**src/rtl/seg7_pkg.sv**
```systemverilog
// Shared types, constants and the hex-to-segment table for the 4-digit
// seven-segment scan driver.
package seg7_pkg;

    typedef enum logic [1:0] {
        IDLE = 2'd0,
        DEAD = 2'd1,
        ON   = 2'd2
    } state_t;

    localparam logic [3:0] ANODE_OFF = 4'b1111;
    localparam logic [6:0] SEG_BLANK = 7'h7F;

    // Active-low {g,f,e,d,c,b,a}; element 0 is the rightmost entry.
    localparam logic [15:0][6:0] HEX_SEG = {
        7'h0E, 7'h06, 7'h21, 7'h46, 7'h03, 7'h08, 7'h10, 7'h00,
        7'h78, 7'h02, 7'h12, 7'h19, 7'h30, 7'h24, 7'h79, 7'h40
    };

    function automatic logic [3:0] anode_onehot_low(input logic [1:0] idx);
        return ~(4'b0001 << idx);
    endfunction

endpackage

```
**src/rtl/seg7_scan_driver_hex_to_seg7.sv**
```systemverilog
// Combinational hex nibble to active-low seven-segment pattern.
module hex_to_seg7
    import seg7_pkg::*;
(
    input  logic [3:0] hex_i,
    output logic [6:0] seg_o
);

    assign seg_o = HEX_SEG[hex_i];

endmodule

```
**src/rtl/seg7_scan_driver.sv**
```systemverilog
// Time-multiplexed 4-digit common-anode display driver with per-slot dead
// time; inputs are captured once at each slot entry so a digit never glitches.
module seg7_scan_driver
    import seg7_pkg::*;
#(
    parameter int unsigned REFRESH_DIV = 100000,
    parameter int unsigned DEAD_CYCLES = 1000
) (
    input  logic        clk,
    input  logic        rst_n,
    input  logic        enable,
    input  logic [15:0] digits,
    input  logic [3:0]  dp_in,
    input  logic [3:0]  blank,
    output logic [3:0]  anode,
    output logic [6:0]  seg,
    output logic        dp,
    output logic [1:0]  digit_sel,
    output logic        scan_tick
);

    localparam int unsigned    CNT_W      = $clog2(REFRESH_DIV);
    localparam logic [CNT_W-1:0] CNT_LAST  = CNT_W'(REFRESH_DIV - 1);
    localparam logic [CNT_W-1:0] DEAD_LAST = CNT_W'((DEAD_CYCLES == 0) ? 0 : DEAD_CYCLES - 1);
    localparam state_t         SLOT_START = (DEAD_CYCLES == 0) ? ON : DEAD;

    state_t           state_q, state_d;
    logic [CNT_W-1:0] cnt_q, cnt_d;
    logic [1:0]       idx_q, idx_d;
    logic             blank_q, blank_d;
    logic [3:0]       anode_q;
    logic [6:0]       seg_q;
    logic             dp_q;
    logic [1:0]       sel_q;
    logic             tick_q;
    logic             entry;
    logic             wrap;
    logic [3:0]       nibble;
    logic [6:0]       dec_seg;

    assign nibble = digits[{idx_d, 2'b00} +: 4];

    hex_to_seg7 u_dec (
        .hex_i (nibble),
        .seg_o (dec_seg)
    );

    // Slot sequencing: counter, slot index and phase for the coming cycle.
    always_comb begin
        state_d = state_q;
        cnt_d   = cnt_q;
        idx_d   = idx_q;
        entry   = 1'b0;
        wrap    = 1'b0;
        if (!enable) begin
            state_d = IDLE;
            cnt_d   = '0;
            idx_d   = 2'd0;
        end else begin
            case (state_q)
                IDLE: begin
                    state_d = SLOT_START;
                    cnt_d   = '0;
                    idx_d   = 2'd0;
                    entry   = 1'b1;
                end
                default: begin
                    if (cnt_q == CNT_LAST) begin
                        state_d = SLOT_START;
                        cnt_d   = '0;
                        idx_d   = idx_q + 2'd1;
                        entry   = 1'b1;
                        wrap    = (idx_q == 2'd3);
                    end else begin
                        cnt_d = cnt_q + CNT_W'(1);
                        if (state_q == DEAD && DEAD_CYCLES != 0 && cnt_q == DEAD_LAST) begin
                            state_d = ON;
                        end
                    end
                end
            endcase
        end
    end

    assign blank_d = entry ? blank[idx_d] : blank_q;

    // State and registered display outputs; seg/dp only reload at slot entry.
    always_ff @(posedge clk or negedge rst_n) begin
        if (!rst_n) begin
            state_q <= IDLE;
            cnt_q   <= '0;
            idx_q   <= 2'd0;
            blank_q <= 1'b0;
            anode_q <= ANODE_OFF;
            seg_q   <= SEG_BLANK;
            dp_q    <= 1'b1;
            sel_q   <= 2'd0;
            tick_q  <= 1'b0;
        end else begin
            state_q <= state_d;
            cnt_q   <= cnt_d;
            idx_q   <= idx_d;
            blank_q <= blank_d;
            sel_q   <= idx_d;
            tick_q  <= wrap;
            if (state_d == IDLE) begin
                anode_q <= ANODE_OFF;
                seg_q   <= SEG_BLANK;
                dp_q    <= 1'b1;
            end else begin
                anode_q <= (state_d == ON && !blank_d) ? anode_onehot_low(idx_d) : ANODE_OFF;
                if (entry) begin
                    seg_q <= blank_d ? SEG_BLANK : dec_seg;
                    dp_q  <= blank_d | ~dp_in[idx_d];
                end
            end
        end
    end

    assign anode     = anode_q;
    assign seg       = seg_q;
    assign dp        = dp_q;
    assign digit_sel = sel_q;
    assign scan_tick = tick_q;

endmodule
```
**config.mk**
```make
export PLATFORM = sky130hd
export DESIGN_NAME = seg7_scan_driver
export DESIGN_NICKNAME = d
export VERILOG_FILES = /design/src/rtl/seg7_pkg.sv /design/src/rtl/seg7_scan_driver_hex_to_seg7.sv /design/src/rtl/seg7_scan_driver.sv
export SDC_FILE = /design/constraint.sdc
export NUM_CORES = 1
export LEC_CHECK = 0
export BUFFER_PORTS_ARGS = -buffer_cell sky130_fd_sc_hd__buf_2
export CAP_MARGIN = 5
export CORE_MARGIN = 3
export CORE_UTILIZATION = 50
export DETAILED_ROUTE_END_ITERATION = 10
export GPL_ROUTABILITY_DRIVEN = 0
export PLACE_DENSITY = 0.76
export SLEW_MARGIN = 10
export SYNTH_ARGS = -nofsm -noshare
export SYNTH_HDL_FRONTEND = slang
export SYNTH_SLANG_ARGS = --single-unit
```
**constraint.sdc**
```tcl
create_clock -name clk -period 3.39 [get_ports clk]
set_input_delay 0.1695 -clock clk [delete_from_list [all_inputs] [get_ports clk]]
set_output_delay 0.1695 -clock clk [all_outputs]
set_load 0.05 [all_outputs]
```
==> metrics, run 1 <==
outcome=finished, final reports clean; met3 GRT Util=0.0485; startpoint class of the critical path=register; Post-synth EDFFs=0; vias=1914; VDD IR max=265 uV; synth unique cells=52; worst path required time=3610 ps; later-pin clock latency in the skew report=290 ps; core area=0.00414 mm^2; Final Cell Area=0.00264 mm^2; met2 Use GR=0.340; Synth Area per Inst=9.32 um^2; area leader, netlist=dfrtp_1; Routed WL per cell=14.7 um; Setup violations, final=0; Main synth FF type=dfrtp_1; cell mode on critical path=mux2i_1; Post-Layout Cell Count=340; GR Util All Layers=0.210; Most Used Layer, Global Route=met2; # DRC=0; Yosys top cell area share=0.261; WP buf/inv=2; Die Footprint=0.00525 mm^2; setup TNS=0 ps; layout cells sized above 1=0.283; final worst slack=164 ps; DRT iter0 DRCs=101; Hold WC Path Type=input pin to register; Critical Path Max Stage Delay=550 ps; met1 layer usage reported by global route=0.284; Switch Pwr=225 uW; CTS tree=done; CTS H-tree depth=2; Hold Slack=185 ps; Slowest-stage cell, CP=or4b_4; Die Wd=72.5 um; grt ovf=0; Reg power frac=0.493; Leak=1.14 nW; dpl cells=330; Fin. Hold Viols=0; clk slew on worst S/H paths=70 ps; IO Pins=42; Vias per Instance=5.63; pwr/cell area=334 mW/mm^2; clock power share=0.375; post-DP HPWL=3720 um; Rows=23; Pint=659 uW; first-pass GRT wire length=8480 um; clock buffer depth=2; clk_skew=5.77 ps; Fmax=310 MHz; CTS Root Cell=clkbuf_8; Filler cells=348; Layout Area Growth over Synthesis=19.7%; Gate Count Post-Synth=237; Mapped Area=0.00221 mm^2; Crit path max-delay family=simple AND/OR/NAND/NOR gates; most frequent cells in the layout=buf_2 (41), nor2_1 (38), dfrtp_1 (23), nand2_1 (15), buf_4 (14); final worst-path cycle share=0.952; Synthesis Warnings=0; sequential area share after synthesis=0.403; asr flop ratio synth=1.00; pin count of the biggest net entering global routing=36; worst-path cell chain=or4b_4 > nor4_4 > buf_4 > mux2i_1 > a222oi_1 > nand2_1 > inv_1 > ha_1 > mux2i_1 > nor2_1 > o32a_1; Tot Pwr=883 uW; Final Slew Violations=0; syn_nets=272; vias in the first global route=1775; minimum clock period=3230 ps; # nets final=324; antenna violations before repair=0; ANT nets after route=0; CP endpoint kind=register; Max-Cap Viols=0; Initial Util=0.533; Die Height=72.5 um; DRT Pass-1 Iters=4; fin util=0.638; main area contributors after synthesis=dfrtp_1 (26%), dfstp_2 (14%), nor2_1 (6.5%); CP Class=register to register; Clock Sinks=35; relative slew slack=0.475; CP Max Fanout=6; placed cell area=0.00251 mm^2; Net Sw Frac=0.254; PortBufs=41; Place WS=213 ps; worst path arrival time=3440 ps; WL final=4990 um; Synth Register Bits=35; CTS buffer count=5; commonest non-fill, non-tap cell in the layout=buf_2; combinational cell fraction of total power=0.132; Slew @ Worst Pin=787 ps; number of antenna diodes=0
## path summary, 6_finish.rpt
check                           from         end  slack [ps]  depth (start not counted)
hold reg to reg             cnt_q[0]    cnt_q[0]         480                          1
setup / recovery           cnt_q[13]      seg[5]         160                         11
min in group asynchronous      rst_n   scan_tick         500                          2
max in group asynchronous      rst_n    cnt_q[3]        2380                          2
setup reg to reg           cnt_q[13]      seg[5]         160                         11
hold / removal                enable  state_q[0]         180                          2
## worst register-to-register path, cell delays in order, from the launching register on
cell,delay [ps]
dfrtp_1,440
or4b_4,550
nor4_4,240
buf_4,170
mux2i_1,450
a222oi_1,180
nand2_1,220
inv_1,110
ha_1,270
mux2i_1,150
nor2_1,50
o32a_1,320
## power by group through the flow
stage / clock network, mW / logic, mW / registers, mW
2_1_floorplan: 0 / 0.0525 / 0.462
3_3_place_gp: 0 / 0.114 / 0.443
3_5_place_dp: 0 / 0.116 / 0.443
4_1_cts: 0.341 / 0.117 / 0.436
5_1_grt: 0.356 / 0.129 / 0.436
6_report: 0.331 / 0.116 / 0.436
## sequential cells by signal (all words and copies together) (netlist names)
name       flops
dp             1
scan_tick      1
anode          4
digit_sel      2
seg            7
cnt_q         17
state_q        2
blank_q        1
## cell usage after synthesis (2+ instances only)
cell	n
and3_1	3
ha_1	8
o22ai_1	2
xor2_1	8
nand2b_1	3
nand3_1	10
xnor2_1	7
clkbuf_1	6
a222oi_1	3
buf_4	2
nor3_1	5
o21ai_0	4
inv_1	11
o21ai_1	3
or4b_4	2
nor2b_1	4
o32a_1	2
mux2i_1	12
dfstp_2	12
or3_1	2
a21oi_1	10
dfrtp_1	23
nand2_1	15
a21boi_1	2
nor4_1	4
and2_1	2
buf_2	2
nand4_1	7
nor2_1	38
o22a_1	3
## layer usage
| layer | up-vias | wire (um) |
|---|---|---|
| li1 | 950 | - |
| met1 | 906 | 2300 |
| met2 | 54 | 2390 |
| met3 | 4 | 263 |
| met4 | 0 | 42 |
| met5 | - | 0 |
## repair_timing
item / 4_1_cts / 5_1_grt
hold buffers: 1 / 0
endpoints found under the setup margin: 0 / 3
buffers inserted: 0 / 1
endpoints found under the hold margin: 23 / 0
resized for setup: 0 / 2
## logic make-up (layout without fill, tap and decap cells)
group,after synthesis,after routing,share of synthesized area
AND/OR/NAND/NOR,103,103,0.241
multiplexers,14,14,0.0646
buffers and inverters,22,75,0.0453
flip-flops,35,35,0.403
AO/OA/AOI/OAI,40,40,0.141
adder cells (fa/ha/maj),8,8,0.0453
XOR/XNOR,15,15,0.0595
## area by class of cell
class	instances	area (um^2)	area share
inverter	11	41.3	0.0156
tap	50	62.6	0.0237
clock buffer	8	100	0.0379
sequential	35	891	0.337
timing repair buffer	56	320	0.121
multi-input combinational	180	1230	0.464
Note: power is estimated with default switching activity, not from simulation.
==> run 2: changes to the inputs <==
CELL_PAD_IN_SITES_DETAIL_PLACEMENT = 0   (was default)
CELL_PAD_IN_SITES_GLOBAL_PLACEMENT = 1   (was default)
CORE_UTILIZATION = 38   (was 50)
PLACE_DENSITY = default   (was 0.76)
PLACE_DENSITY_LB_ADDON = 0.1   (was default)
==> metrics, run 2 (same netlist as run 1, synthesis figures left out) <==
outcome=finished, final reports clean; Max-Cap Viols=0; Biggest register=cnt_q; Fin. Hold Viols=0; Setup violations, final=0; CTS tree=done; Rows=27; VDD IR max=182 uV; commonest non-fill, non-tap cell in the layout=buf_2; Fmax=319 MHz; final worst-path cycle share=0.925; Layout Area Growth over Synthesis=22.3%; Net Sw Frac=0.260; CTS H-tree depth=2; Vias per Instance=5.16; Pint=696 uW; RSZ-0062 raised after global routing=false; combinational cell fraction of total power=0.124; post-DP HPWL=3830 um; most frequent cells in the layout=buf_2 (41), nor2_1 (38), dfrtp_1 (23), nand2_1 (15), buf_4 (14); Largest register FFs=17; WL final=5190 um; Die Wd=82.2 um; Clock Sinks=35; ANT nets after route=0; worst path arrival time=3350 ps; clock buffer depth=2; number of antenna diodes=0; grt ovf=0; Reg power frac=0.463; GR Util All Layers=0.169; later-pin clock latency in the skew report=290 ps; area of the multi-input gates=0.00122 mm^2; Tot Pwr=941 uW; vias in the first global route=1846; CTS Root Cell=clkbuf_8; Final Slew Violations=0; setup TNS=0 ps; Reg area=891 um^2; startpoint class of the critical path=register; Hold WC Path Type=input pin to register; HP Start=enable; CP Class=register to register; # DRC=0; worst r2r src=cnt_q[11]; Initial Util=0.396; layout cells sized above 1=0.289; core area=0.00557 mm^2; dpl cells=354; Post-CTS Setup Inserts=0; reg-to-reg slack, setup=250 ps; DRT iter0 DRCs=56; Hold Slack=179 ps; vias=1873; clk_skew=6.19 ps; Leak=1.15 nW; IO Pins=42; Hold Path Stages=2; # nets final=325; pwr/cell area=349 mW/mm^2; worst path required time=3610 ps; pin count of the biggest net entering global routing=36; minimum clock period=3140 ps; Min-Delay Endpoint=state_q[0]; CP Max Fanout=5; CTS buffer count=5; Routed WL per cell=14.3 um; Post-Layout Cell Count=363; Slew @ Worst Pin=796 ps; R2R Path End=seg[5]; DRT Pass-1 Iters=4; CP endpoint kind=register; Filler cells=561; relative slew slack=0.470; Die Height=82.2 um; PortBufs=41; antenna violations before repair=0; clk slew on worst S/H paths=80 ps; clock power share=0.414; R2R depth=10; Switch Pwr=245 uW; Die Footprint=0.00676 mm^2; first-pass GRT wire length=8740 um
[run 2: cell count changes in the layout (fill, tap and decap cells not counted), sizes merged]
cell    change
buf         +1
bufinv      +1
clkbuf      -3
clkinv      +1
inv         +1
[run 2: power groups by stage]
| stage | Combinational (mW) | Clock [mW] | Sequential, mW |
|---|---|---|---|
| 2_1_floorplan | 0.0525 | 0 | 0.462 |
| 3_3_place_gp | 0.118 | 0 | 0.443 |
| 3_5_place_dp | 0.117 | 0 | 0.443 |
| 4_1_cts | 0.118 | 0.404 | 0.436 |
| 5_1_grt | 0.130 | 0.430 | 0.437 |
| 6_report | 0.116 | 0.389 | 0.435 |
[run 2: repair_timing]
item,4_1_cts,5_1_grt
hold endpoints to repair,22,0
hold buffers,1,0
endpoints found under the setup margin,0,1
gates resized for setup,0,1
[run 2: per-layer routing]
layer | vias to the layer above | global-route usage | part of all wire
met5 | - | 0 | 0
met4 | 0 | 0.0399 | 0.0054
met3 | 2 | 0.0466 | 0.070
met2 | 57 | 0.280 | 0.46
met1 | 871 | 0.217 | 0.46
li1 | 943 | - | -
[run 2: worst max path at each step]
| stage | from | end |
|---|---|---|
| 2_1_floorplan | cnt_q[8] | seg[5] |
| 3_3_place_gp | cnt_q[11] | seg[5] |
| 3_5_place_dp | cnt_q[11] | seg[5] |
| 4_1_cts | cnt_q[11] | seg[5] |
| 5_1_grt | cnt_q[11] | seg[5] |
| 6_report | cnt_q[11] | seg[5] |
[run 2: layout make-up]
| class | count | share of cell area |
|---|---|---|
| clock buffers | 5 | 0.0255 |
| clock inverters | 3 | 0.0176 |
| inverters | 11 | 0.0153 |
| multi-input cells | 180 | 0.452 |
| flip-flops and latches | 35 | 0.330 |
| well taps | 72 | 0.0334 |
| repair buffers | 57 | 0.126 |
[run 2: per-stage QoR]
step                      instance area (um^2)  utilization  setup slack, ps
after floorplan                           2210            -             31.1
after global placement                    2570        0.461              248
after detailed placement                  2570        0.461              203
after CTS                                 2700        0.484              173
after global routing                      2700        0.484             28.4
final                                     2700        0.484              255
[run 2: critical path, cell delays in order, from the launching register on]
cell      delay [ps]
dfrtp_1          420
or4b_4           530
nor4_4           310
mux2_2           400
a222oi_1         320
a21boi_2         230
inv_1             90
ha_1             240
mux2i_1          150
nor2_1            50
o32a_1           320
==> run 3: changes to the inputs <==
CORE_ASPECT_RATIO = 1.5   (was default)
SETUP_SLACK_MARGIN = 0.05   (was default)
==> metrics, run 3 (same netlist as run 1, synthesis figures left out) <==
pin count of the biggest net entering global routing=36; vias in the first global route=1916; Initial Util=0.399; core area=0.00553 mm^2; Max-Cap Viols=0; antenna violations before repair=0; fin util=0.501; CTS buffer count=5; Vias per Instance=5.25; CTS H-tree depth=2; worst path required time=3610 ps; # nets final=330; grt ovf=0; PortBufs=41; HP Start=enable; Slew @ Worst Pin=795 ps; worst path arrival time=3380 ps; GR Util All Layers=0.176; IO Pins=42; DRT Pass-1 Iters=4; minimum clock period=3160 ps; Rows=33; Hold WC Path Type=input pin to register; final worst-path cycle share=0.933; Hold Path Stages=2; Clock Sinks=35; VDD IR max=219 uV; # DRC=0; RSZ-0062 raised after global routing=false; Fmax=316 MHz; Biggest register=cnt_q; worst r2r src=cnt_q[14]; Layout Area Growth over Synthesis=25.5%; reg-to-reg slack, setup=230 ps; CTS tree=done; vias=1923; R2R Path End=seg[5]; Hold Slack=175 ps; WL final=5460 um; DRT iter0 DRCs=107; Leak=1.18 nW; relative slew slack=0.470; Final Slew Violations=0; most frequent cells in the layout=buf_2 (41), nor2_1 (38), dfrtp_1 (22), buf_4 (19), nand2_1 (15); commonest non-fill, non-tap cell in the layout=buf_2; CP endpoint kind=register; clock buffer depth=2; outcome=finished, final reports clean; number of antenna diodes=0; clk_skew=9.25 ps; R2R depth=10; CP Class=register to register; placed cell area=0.00259 mm^2; pwr/cell area=367 mW/mm^2; first-pass GRT wire length=9070 um; CTS Root Cell=clkbuf_8; Largest register FFs=17; setup TNS=0 ps; startpoint class of the critical path=register; layout cells sized above 1=0.311; Die Footprint=0.00678 mm^2; Die Wd=68.2 um; later-pin clock latency in the skew report=290 ps; CP Max Fanout=15; post-DP HPWL=4000 um; Fin. Hold Viols=0; Routed WL per cell=14.9 um; Die Height=99.4 um; Min-Delay Endpoint=state_q[0]; ANT nets after route=0; Setup violations, final=0; clk slew on worst S/H paths=80 ps; Final Cell Area=0.00277 mm^2
-- run 3: cell count changes in the layout (fill, tap and decap cells not counted) --
cell and delta:
buf_4 +5, bufinv_16 +1, clkinv_4 -1, clkinvlp_4 +1, dfrtp_1 -1, dfrtp_2 +1, ha_1 -2, ha_2 +2
inv_6 -1, mux2_2 -1, mux2_4 +1, nor3_2 -1, nor3_4 +1
-- run 3: worst max path at each step --
stage,from,end,slack [ps],depth (start not counted)
floorplan,cnt_q[8],seg[5],160,10
global placement,cnt_q[11],seg[5],260,10
detailed placement,cnt_q[11],seg[5],210,9
CTS,cnt_q[11],seg[5],160,9
global route,cnt_q[14],seg[5],20,10
finish,cnt_q[14],seg[5],230,10
-- run 3: what timing repair did --
item / 4_1_cts / 5_1_grt
resized for setup: 0 / 5
hold buffers: 1 / 0
setup buffers: 0 / 3
endpoints found under the setup margin: 0 / 2
endpoints found under the hold margin: 23 / 0
-- run 3: layer usage --
layer,vias up,wire [um],GRT usage
li1,956,-,-
met1,906,2220,0.203
met2,49,2820,0.299
met3,12,262,0.0395
met4,0,153,0.0827
met5,-,0,0
-- run 3: stage by stage --
| stage | worst slack [ps] | instances | power, mW |
|---|---|---|---|
| finish | 226 | 366 | 1.02 |
| global route | 16.8 | 366 | 1.07 |
| CTS | 165 | 363 | 1.03 |
| detailed placement | 211 | 354 | 0.563 |
| global placement | 256 | 354 | 0.563 |
| floorplan | 162 | 237 | 0.515 |
-- run 3: critical path: stages, from the launching register on --
cell	delay, ps
dfrtp_2	450
or4b_4	510
nor4_4	330
buf_12	190
mux2i_1	120
buf_4	170
nor2b_1	150
a2111oi_4	530
mux2i_1	260
nor2_1	50
o32a_1	340
-- run 3: power by group --
group	internal, mW	switching [mW]	total (mW)
Sequential	0.430	0.00495	0.435
Clock	0.293	0.165	0.459
Combinational	0.0469	0.0760	0.123
-- run 3: final cells by class --
cell class              count  area [um^2]
flip-flops and latches     35          892
fillers                   566         2760
well taps                  70         87.6
inverters                  11         41.3
repair buffers             62          378
clock inverters             3         67.6
multi-input cells         180         1240
clock buffers               5         68.8
